### config.mk
export PLATFORM = sky130hd
export DESIGN_NAME = rr_bus_interconnect
export DESIGN_NICKNAME = d
export VERILOG_FILES = /design/src/rtl/interconnect_pkg.sv /design/src/rtl/rr_arbiter.sv /design/src/rtl/rr_bus_interconnect.sv
export SDC_FILE = /design/constraint.sdc
export NUM_CORES = 2
export LEC_CHECK = 0
export BUFFER_PORTS_ARGS = -buffer_cell sky130_fd_sc_hd__buf_2
export CAP_MARGIN = 20
export CORE_AREA = 2 2 627 629
export CTS_CLUSTER_SIZE = 24
export DETAILED_ROUTE_END_ITERATION = 8
export DIE_AREA = 0 0 629 631
export PLACE_DENSITY = 0.3
export SLEW_MARGIN = 20
export SYNTH_ARGS = -nofsm -noshare
export SYNTH_HDL_FRONTEND = slang
export SYNTH_SLANG_ARGS = --single-unit
### constraint.sdc
create_clock -name clk -period 67.2 [get_ports clk]
set_input_delay 3.36 -clock clk [delete_from_list [all_inputs] [get_ports clk]]
set_output_delay 3.36 -clock clk [all_outputs]
set_load 0.02 [all_outputs]
### src/rtl/interconnect_pkg.sv
// Shared types and the default four-region address map for rr_bus_interconnect.
package interconnect_pkg;

    typedef enum logic [1:0] {
        IDLE  = 2'd0,
        ISSUE = 2'd1,
        RESP  = 2'd2,
        ERR   = 2'd3
    } ic_state_e;

    // Slave order: main memory (2G), gpu (1G), peripherals (256M), config (256M)
    localparam logic [3:0][63:0] IC_DEFAULT_BASE = {
        64'h0000_0000_F000_0000,
        64'h0000_0000_C000_0000,
        64'h0000_0000_8000_0000,
        64'h0000_0000_0000_0000
    };

    localparam logic [3:0][63:0] IC_DEFAULT_MASK = {
        64'hFFFF_FFFF_F000_0000,
        64'hFFFF_FFFF_F000_0000,
        64'hFFFF_FFFF_C000_0000,
        64'hFFFF_FFFF_8000_0000
    };

endpackage

### src/rtl/rr_arbiter.sv
// Round-robin arbiter: grants the first requester at or after the pointer and
// advances the pointer past the winner whenever a grant is taken.
module rr_arbiter #(
    parameter int N = 4
) (
    input  logic                 clk,
    input  logic                 rst,
    input  logic [N-1:0]         req,
    input  logic                 en,
    output logic [N-1:0]         gnt,
    output logic [$clog2(N)-1:0] idx,
    output logic                 any
);
    localparam int IW = $clog2(N);

    logic [IW-1:0] ptr_q;
    logic [IW-1:0] ptr_d;
    logic [IW-1:0] cand_s;

    // Rotating priority search starting at the pointer
    always_comb begin
        gnt    = '0;
        idx    = '0;
        cand_s = '0;
        for (int i = 0; i < N; i++) begin
            cand_s = IW'((int'(ptr_q) + i) % N);
            if (req[cand_s] && (gnt == '0)) begin
                gnt[cand_s] = 1'b1;
                idx         = cand_s;
            end else begin
                idx = idx;
            end
        end
        any = |req;
    end

    // Pointer moves to winner+1 (wrapping) only when the grant is consumed
    always_comb begin
        if (en && any) begin
            ptr_d = (idx == IW'(N - 1)) ? '0 : idx + IW'(1);
        end else begin
            ptr_d = ptr_q;
        end
    end

    // Pointer register
    always_ff @(posedge clk or posedge rst) begin
        if (rst) begin
            ptr_q <= '0;
        end else begin
            ptr_q <= ptr_d;
        end
    end

endmodule

### src/rtl/rr_bus_interconnect.sv
// Single-outstanding shared bus: round-robin master arbitration, base/mask slave decode,
// decode-miss errors. Define INTERCONNECT_TIMEOUT_EN to add the slave wait timeout.
module rr_bus_interconnect
    import interconnect_pkg::*;
#(
    parameter int ADDR_WIDTH     = 64,
    parameter int DATA_WIDTH     = 64,
    parameter int NUM_MASTERS    = 4,
    parameter int NUM_SLAVES     = 4,
    parameter logic [NUM_SLAVES-1:0][ADDR_WIDTH-1:0] SLAVE_BASE = IC_DEFAULT_BASE,
    parameter logic [NUM_SLAVES-1:0][ADDR_WIDTH-1:0] SLAVE_MASK = IC_DEFAULT_MASK,
    parameter int TIMEOUT_CYCLES = 256
) (
    input  logic                                      clk,
    input  logic                                      rst,
    input  logic [NUM_MASTERS-1:0]                    m_req,
    input  logic [NUM_MASTERS*ADDR_WIDTH-1:0]         m_addr,
    input  logic [NUM_MASTERS*DATA_WIDTH-1:0]         m_wdata,
    input  logic [NUM_MASTERS-1:0]                    m_we,
    input  logic [NUM_MASTERS*(DATA_WIDTH/8)-1:0]     m_be,
    output logic [NUM_MASTERS*DATA_WIDTH-1:0]         m_rdata,
    output logic [NUM_MASTERS-1:0]                    m_ready,
    output logic [NUM_MASTERS-1:0]                    m_err,
    output logic [NUM_SLAVES-1:0]                     s_req,
    output logic [NUM_SLAVES*ADDR_WIDTH-1:0]          s_addr,
    output logic [NUM_SLAVES*DATA_WIDTH-1:0]          s_wdata,
    output logic [NUM_SLAVES-1:0]                     s_we,
    output logic [NUM_SLAVES*(DATA_WIDTH/8)-1:0]      s_be,
    input  logic [NUM_SLAVES*DATA_WIDTH-1:0]          s_rdata,
    input  logic [NUM_SLAVES-1:0]                     s_ready,
    output logic                                      busy
);
    localparam int AW  = ADDR_WIDTH;
    localparam int DW  = DATA_WIDTH;
    localparam int BW  = DATA_WIDTH / 8;
    localparam int MIW = $clog2(NUM_MASTERS);
    localparam int SIW = (NUM_SLAVES > 1) ? $clog2(NUM_SLAVES) : 1;

    if ((NUM_MASTERS < 2) || (NUM_SLAVES < 1) || (TIMEOUT_CYCLES < 2)) begin : g_cfg_check
        $error("rr_bus_interconnect: unsupported parameter set");
    end

    ic_state_e                  state_q, state_d;
    logic [MIW-1:0]             owner_q, owner_d;
    logic [SIW-1:0]             sel_q, sel_d;
    logic [NUM_MASTERS*DW-1:0]  m_rdata_q, m_rdata_d;
    logic [NUM_MASTERS-1:0]     m_ready_q, m_ready_d;
    logic [NUM_MASTERS-1:0]     m_err_q, m_err_d;
    logic [NUM_SLAVES-1:0]      s_req_q, s_req_d;
    logic [NUM_SLAVES*AW-1:0]   s_addr_q, s_addr_d;
    logic [NUM_SLAVES*DW-1:0]   s_wdata_q, s_wdata_d;
    logic [NUM_SLAVES-1:0]      s_we_q, s_we_d;
    logic [NUM_SLAVES*BW-1:0]   s_be_q, s_be_d;
    logic                       busy_q, busy_d;

    logic [NUM_MASTERS-1:0]     gnt_s;
    logic [MIW-1:0]             gidx_s;
    logic                       any_s;
    logic                       arb_en_s;
    logic [AW-1:0]              g_addr_s;
    logic [DW-1:0]              g_wdata_s;
    logic                       g_we_s;
    logic [BW-1:0]              g_be_s;
    logic                       dec_hit_s;
    logic [SIW-1:0]             dec_sel_s;
    logic [NUM_MASTERS-1:0]     owner_oh_s;
    logic [NUM_SLAVES-1:0]      sel_oh_s;
    logic [DW-1:0]              sel_rdata_s;
    logic                       sel_rdy_s;
    logic                       timeout_s;

    assign arb_en_s = (state_q == IDLE);

    rr_arbiter #(.N(NUM_MASTERS)) u_arb (
        .clk (clk),
        .rst (rst),
        .req (m_req),
        .en  (arb_en_s),
        .gnt (gnt_s),
        .idx (gidx_s),
        .any (any_s)
    );

    // Route the granted master's request fields
    always_comb begin
        g_addr_s  = '0;
        g_wdata_s = '0;
        g_we_s    = 1'b0;
        g_be_s    = '0;
        for (int i = 0; i < NUM_MASTERS; i++) begin
            g_addr_s  = g_addr_s  | (m_addr[i*AW +: AW]  & {AW{gnt_s[i]}});
            g_wdata_s = g_wdata_s | (m_wdata[i*DW +: DW] & {DW{gnt_s[i]}});
            g_we_s    = g_we_s    | (m_we[i] & gnt_s[i]);
            g_be_s    = g_be_s    | (m_be[i*BW +: BW]    & {BW{gnt_s[i]}});
        end
    end

    // Address decode; descending scan so the lowest matching slave wins overlaps
    always_comb begin
        dec_hit_s = 1'b0;
        dec_sel_s = '0;
        for (int j = NUM_SLAVES - 1; j >= 0; j--) begin
            if ((g_addr_s & SLAVE_MASK[j]) == SLAVE_BASE[j]) begin
                dec_hit_s = 1'b1;
                dec_sel_s = SIW'(j);
            end else begin
                dec_hit_s = dec_hit_s;
            end
        end
    end

    // One-hot views of the latched owner and target, plus the target's response
    always_comb begin
        owner_oh_s  = '0;
        sel_oh_s    = '0;
        sel_rdata_s = '0;
        for (int i = 0; i < NUM_MASTERS; i++) begin
            owner_oh_s[i] = (owner_q == MIW'(i));
        end
        for (int j = 0; j < NUM_SLAVES; j++) begin
            sel_oh_s[j] = (sel_q == SIW'(j));
            sel_rdata_s = sel_rdata_s | (s_rdata[j*DW +: DW] & {DW{sel_oh_s[j]}});
        end
        sel_rdy_s = |(s_ready & sel_oh_s);
    end

`ifdef INTERCONNECT_TIMEOUT_EN
    localparam int CW = $clog2(TIMEOUT_CYCLES);
    logic [CW-1:0] cnt_q, cnt_d;

    // Wait counter runs only while a slave request is outstanding
    always_comb begin
        if (state_q == ISSUE) begin
            cnt_d = cnt_q + CW'(1);
        end else begin
            cnt_d = '0;
        end
    end

    // Wait counter register
    always_ff @(posedge clk or posedge rst) begin
        if (rst) begin
            cnt_q <= '0;
        end else begin
            cnt_q <= cnt_d;
        end
    end

    assign timeout_s = (state_q == ISSUE) && (cnt_q == CW'(TIMEOUT_CYCLES - 1));
`else
    assign timeout_s = 1'b0;
`endif

    // Transaction FSM; slave fields stay zero unless a request is being presented
    always_comb begin
        state_d   = state_q;
        owner_d   = owner_q;
        sel_d     = sel_q;
        m_rdata_d = '0;
        m_ready_d = '0;
        m_err_d   = '0;
        s_req_d   = '0;
        s_addr_d  = '0;
        s_wdata_d = '0;
        s_we_d    = '0;
        s_be_d    = '0;
        case (state_q)
            IDLE: begin
                if (any_s) begin
                    owner_d = gidx_s;
                    if (dec_hit_s) begin
                        state_d = ISSUE;
                        sel_d   = dec_sel_s;
                        for (int j = 0; j < NUM_SLAVES; j++) begin
                            s_req_d[j]             = (dec_sel_s == SIW'(j));
                            s_addr_d[j*AW +: AW]   = g_addr_s  & {AW{s_req_d[j]}};
                            s_wdata_d[j*DW +: DW]  = g_wdata_s & {DW{s_req_d[j]}};
                            s_we_d[j]              = g_we_s & s_req_d[j];
                            s_be_d[j*BW +: BW]     = g_be_s & {BW{s_req_d[j]}};
                        end
                    end else begin
                        state_d   = ERR;
                        m_ready_d = gnt_s;
                        m_err_d   = gnt_s;
                    end
                end else begin
                    state_d = IDLE;
                end
            end
            ISSUE: begin
                if (sel_rdy_s) begin
                    state_d   = RESP;
                    m_ready_d = owner_oh_s;
                    for (int i = 0; i < NUM_MASTERS; i++) begin
                        m_rdata_d[i*DW +: DW] = sel_rdata_s & {DW{owner_oh_s[i]}};
                    end
                end else if (timeout_s) begin
                    state_d   = ERR;
                    m_ready_d = owner_oh_s;
                    m_err_d   = owner_oh_s;
                end else begin
                    s_req_d   = s_req_q;
                    s_addr_d  = s_addr_q;
                    s_wdata_d = s_wdata_q;
                    s_we_d    = s_we_q;
                    s_be_d    = s_be_q;
                end
            end
            RESP:    state_d = IDLE;
            ERR:     state_d = IDLE;
            default: state_d = IDLE;
        endcase
        busy_d = (state_d != IDLE);
    end

    // State and registered outputs; reset aborts any transaction silently
    always_ff @(posedge clk or posedge rst) begin
        if (rst) begin
            state_q   <= IDLE;
            owner_q   <= '0;
            sel_q     <= '0;
            m_rdata_q <= '0;
            m_ready_q <= '0;
            m_err_q   <= '0;
            s_req_q   <= '0;
            s_addr_q  <= '0;
            s_wdata_q <= '0;
            s_we_q    <= '0;
            s_be_q    <= '0;
            busy_q    <= 1'b0;
        end else begin
            state_q   <= state_d;
            owner_q   <= owner_d;
            sel_q     <= sel_d;
            m_rdata_q <= m_rdata_d;
            m_ready_q <= m_ready_d;
            m_err_q   <= m_err_d;
            s_req_q   <= s_req_d;
            s_addr_q  <= s_addr_d;
            s_wdata_q <= s_wdata_d;
            s_we_q    <= s_we_d;
            s_be_q    <= s_be_d;
            busy_q    <= busy_d;
        end
    end

    assign m_rdata = m_rdata_q;
    assign m_ready = m_ready_q;
    assign m_err   = m_err_q;
    assign s_req   = s_req_q;
    assign s_addr  = s_addr_q;
    assign s_wdata = s_wdata_q;
    assign s_we    = s_we_q;
    assign s_be    = s_be_q;
    assign busy    = busy_q;

endmodule

==> impl_metrics.toml <==
[grt]
grt_pass1_wl_mm = 311
grt_overflow_total = 0
track_usage_pct = 11.4
grt_max_degree = 217
grt_pass1_vias = 31600
antenna_found_initial = 84

[clock_tree]
clock-sinks = 825
cts_buffers = 112
tritoncts = "yes"
root_buffer = "clkbuf_16"
cts_resized = 0
clockBufferDepth = 4
clk_pin_slew_ns = 0.06
post-cts-setup-buffers = 0
htreeDepth = 3
cts_hold_buf = 0
insertion_delay_ns = 0.86

[worst_setup_path]
ff2ff_setup_slack_ns = 59.99
crit_path_end_kind = "register"
critical_path_class = "input port to register"
critPathLaunchType = "input port"
crit_arrival_ns = 9.25
cp_data_required_time_ns = 67.96
reg2regPathDepth = 14
r2r-end = "s_wdata[148]"
worstPathMaxFanout = 49

[logic_synthesis]
syn_nets = 3626
synthCells = 2804
synth-async-reset-ratio_pct = 100
yosysMostFrequentCell = "dfrtp_1"
synthSimpleGateAreaFrac_pct = 15.4
synth_ff_type = "dfrtp_1"
yosys-top-cells-area = "dfrtp_1 (59%), o31ai_2 (7.1%), a22o_1 (5.2%)"
syn_area_um2 = 35000
synth_compound_area_share_pct = 17.4
synth_edf_count = 0
ys_ff_latch = 825
synthTopCellsByCount = "dfrtp_1 (825), nand2_1 (443), and2_1 (234)"
ys_warn_count = 0
yosys.area.top_type_share_pct = 58.9
synth_area_per_cell_um2 = 12.5
synth_seq_area_share_pct = 58.9
synthAdderAreaFrac_pct = 0.286
yosys.area.top_type = "dfrtp_1"
synth.distinct_cells = 66
synth_mux_area_share_pct = 4.50
synth_top_family_by_area = "compound AO/OA/AOI/OAI gates"
yosys.area_share.xor_xnor_pct = 0.100

[power]
p_per_area_nw_per_um2 = 47.6
p_sw_share_pct = 52.5
pwr-share-clk_pct = 24.5
pwr-share-comb_pct = 52.7
intPower_mw = 1.20
peakVddDrop_mv = 0.0468
fin_total_pwr_mw = 2.52
p_sw_mw = 1.33
p_leak_nw = 25.9
power_frac_seq_pct = 22.9

[status]
violations = "design-rule violations"
outcome = "complete, but fails checks"

[timing]
fin_crit_ns = 8.49
final.period_utilization_pct = 12.6
setup_viol_count_final = 0
slew_violations = 0
fmax_ghz = 0.118
setup_tns_ns = 0
tightestPinTransition_ns = 1.13
finalHoldViolCount = 0
whs_ns = 0.475
rsz0062_at_grt = "no"
fin_skew_ns = 0.0720
relSlewSlack_pct = 24.6

[die]
design.die.area_um2 = 397000
rows = 230
die_x_um = 629
io_pins = 1631
start_util_pct = 8.97
die_y_um = 631
core_area_um2 = 391000

[place]
gp_congestion = 0.923
dpl.hpwl_mm = 192
io_buffers = 1630

[route]
drt_iter0_drc = 2660
vias = 30800
drt-vias-per-instance = 3.18
wirelength_mm = 238
drc = 6
firstDrtPassIters = 9
ant_nets = 0
routedWlPerCell_um = 24.5

[worst_hold_path]
min-delay-start = "s_addr[54]"
whs_path_depth = 1
hp-class = "register to register"
min_to = "s_addr[54]"

[cells_and_area]
syn2layout_area_growth_pct = 51.3
final_layout_size_suffix_gt1_share_pct = 48.5
fin_util_pct = 13.6
nNetsFinal = 5197

[run]
max-cap-violations = 0
[metrics by stage]
stage	worst slack, ns	instance area [um2]	instances
global placement	57.99	49200	9481
CTS	58.73	52900	9674
global route	58.51	53000	9690
finish	58.71	53000	9711
floorplan	40.67	35000	2804
detailed placement	57.78	49200	9481
[flip-flops by register name (all words and copies together), names as in the netlist, named ones only]
signal and cells:
m_ready 4, m_err 4, s_req 4, owner_q 2, sel_q 2, u_arb.ptr_q 1, s_we 4, busy 1
s_be 32, s_wdata 256, state_q 2, s_addr 256, m_rdata 256
[power by group through the flow]
stage | Clock, mW | Sequential [mW] | Combinational, mW
global placement | 0 | 0.586 | 1.38
floorplan | 0 | 0.631 | 0.650
global route | 0.664 | 0.583 | 1.44
detailed placement | 0 | 0.586 | 1.38
CTS | 0.646 | 0.578 | 1.39
finish | 0.617 | 0.577 | 1.33
[routing by layer]
metal	wire, um	up-vias	global-route usage [%]
li1	-	13400	-
met1	95100	15700	13.6
met2	117000	1445	19.9
met3	19400	286	3.68
met4	5880	22	2.40
met5	148	-	0
[final cells by class]
class | instances | area (um2)
Antenna cell | 37 | 92.6
Clock buffer | 158 | 3210
Clock inverter | 35 | 518
Fill cell | 44500 | 338000
Inverter | 12 | 52.6
Multi-Input combinational cell | 1731 | 13300
Sequential cell | 825 | 20700
Tap cell | 5220 | 6530
Timing Repair Buffer | 1693 | 8660
[worst max-delay path, stage by stage]
cell      delay (ns)
buf_2           0.13
mux4_2          0.64
a21boi_4        0.42
o31a_4          0.28
nor3_2          0.10
a221o_4         0.66
o21ai_0         0.21
nand4b_1        0.70
or4b_4          0.95
buf_4           0.35
buf_4           0.40
buf_4           0.51
o31ai_2         0.35
[layout by cell type (no fill, tap or decap), types with 4 or more instances in the layout]
cell type / n
buf_2: 1630
dfrtp_1: 822
nand2_1: 441
and2_1: 234
a22o_1: 209
o31ai_2: 200
nor2b_1: 193
clkbuf_16: 112
a222oi_1: 103
mux4_2: 68
and3_1: 67
buf_4: 61
diode_2: 37
nor4_1: 29
clkbuf_8: 23
clkbuf_1: 23
o21ai_0: 22
nand4_1: 15
nor2_1: 12
inv_1: 11
nand3_1: 11
clkinv_2: 11
o31ai_1: 9
nor3_1: 9
bufinv_16: 9
ha_1: 8
a22oi_1: 6
clkinv_4: 6
o21bai_1: 5
a21oi_1: 5
a211oi_1: 5
a21o_1: 5
xnor2_1: 4
o311ai_1: 4
inv_6: 4
[cells by family after synthesis]
family,after synthesis
compound gates,609
xor+xnor,4
fa+ha+maj,8
buf+inv,248
flops,825
mux,72
simple gates,1038
[how the worst max path moves through the flow]
stage,to,startpoint,slack (ns)
finish,s_wdata[148],m_req[3],58.71
floorplan,asynchronous set/reset pin,rst,40.67
detailed placement,s_wdata[148],m_req[3],57.78
global placement,s_wdata[148],m_req[3],57.99
CTS,s_wdata[148],m_req[3],58.73
global route,s_wdata[148],m_req[2],58.51
Power figures use the tool's default switching activity.
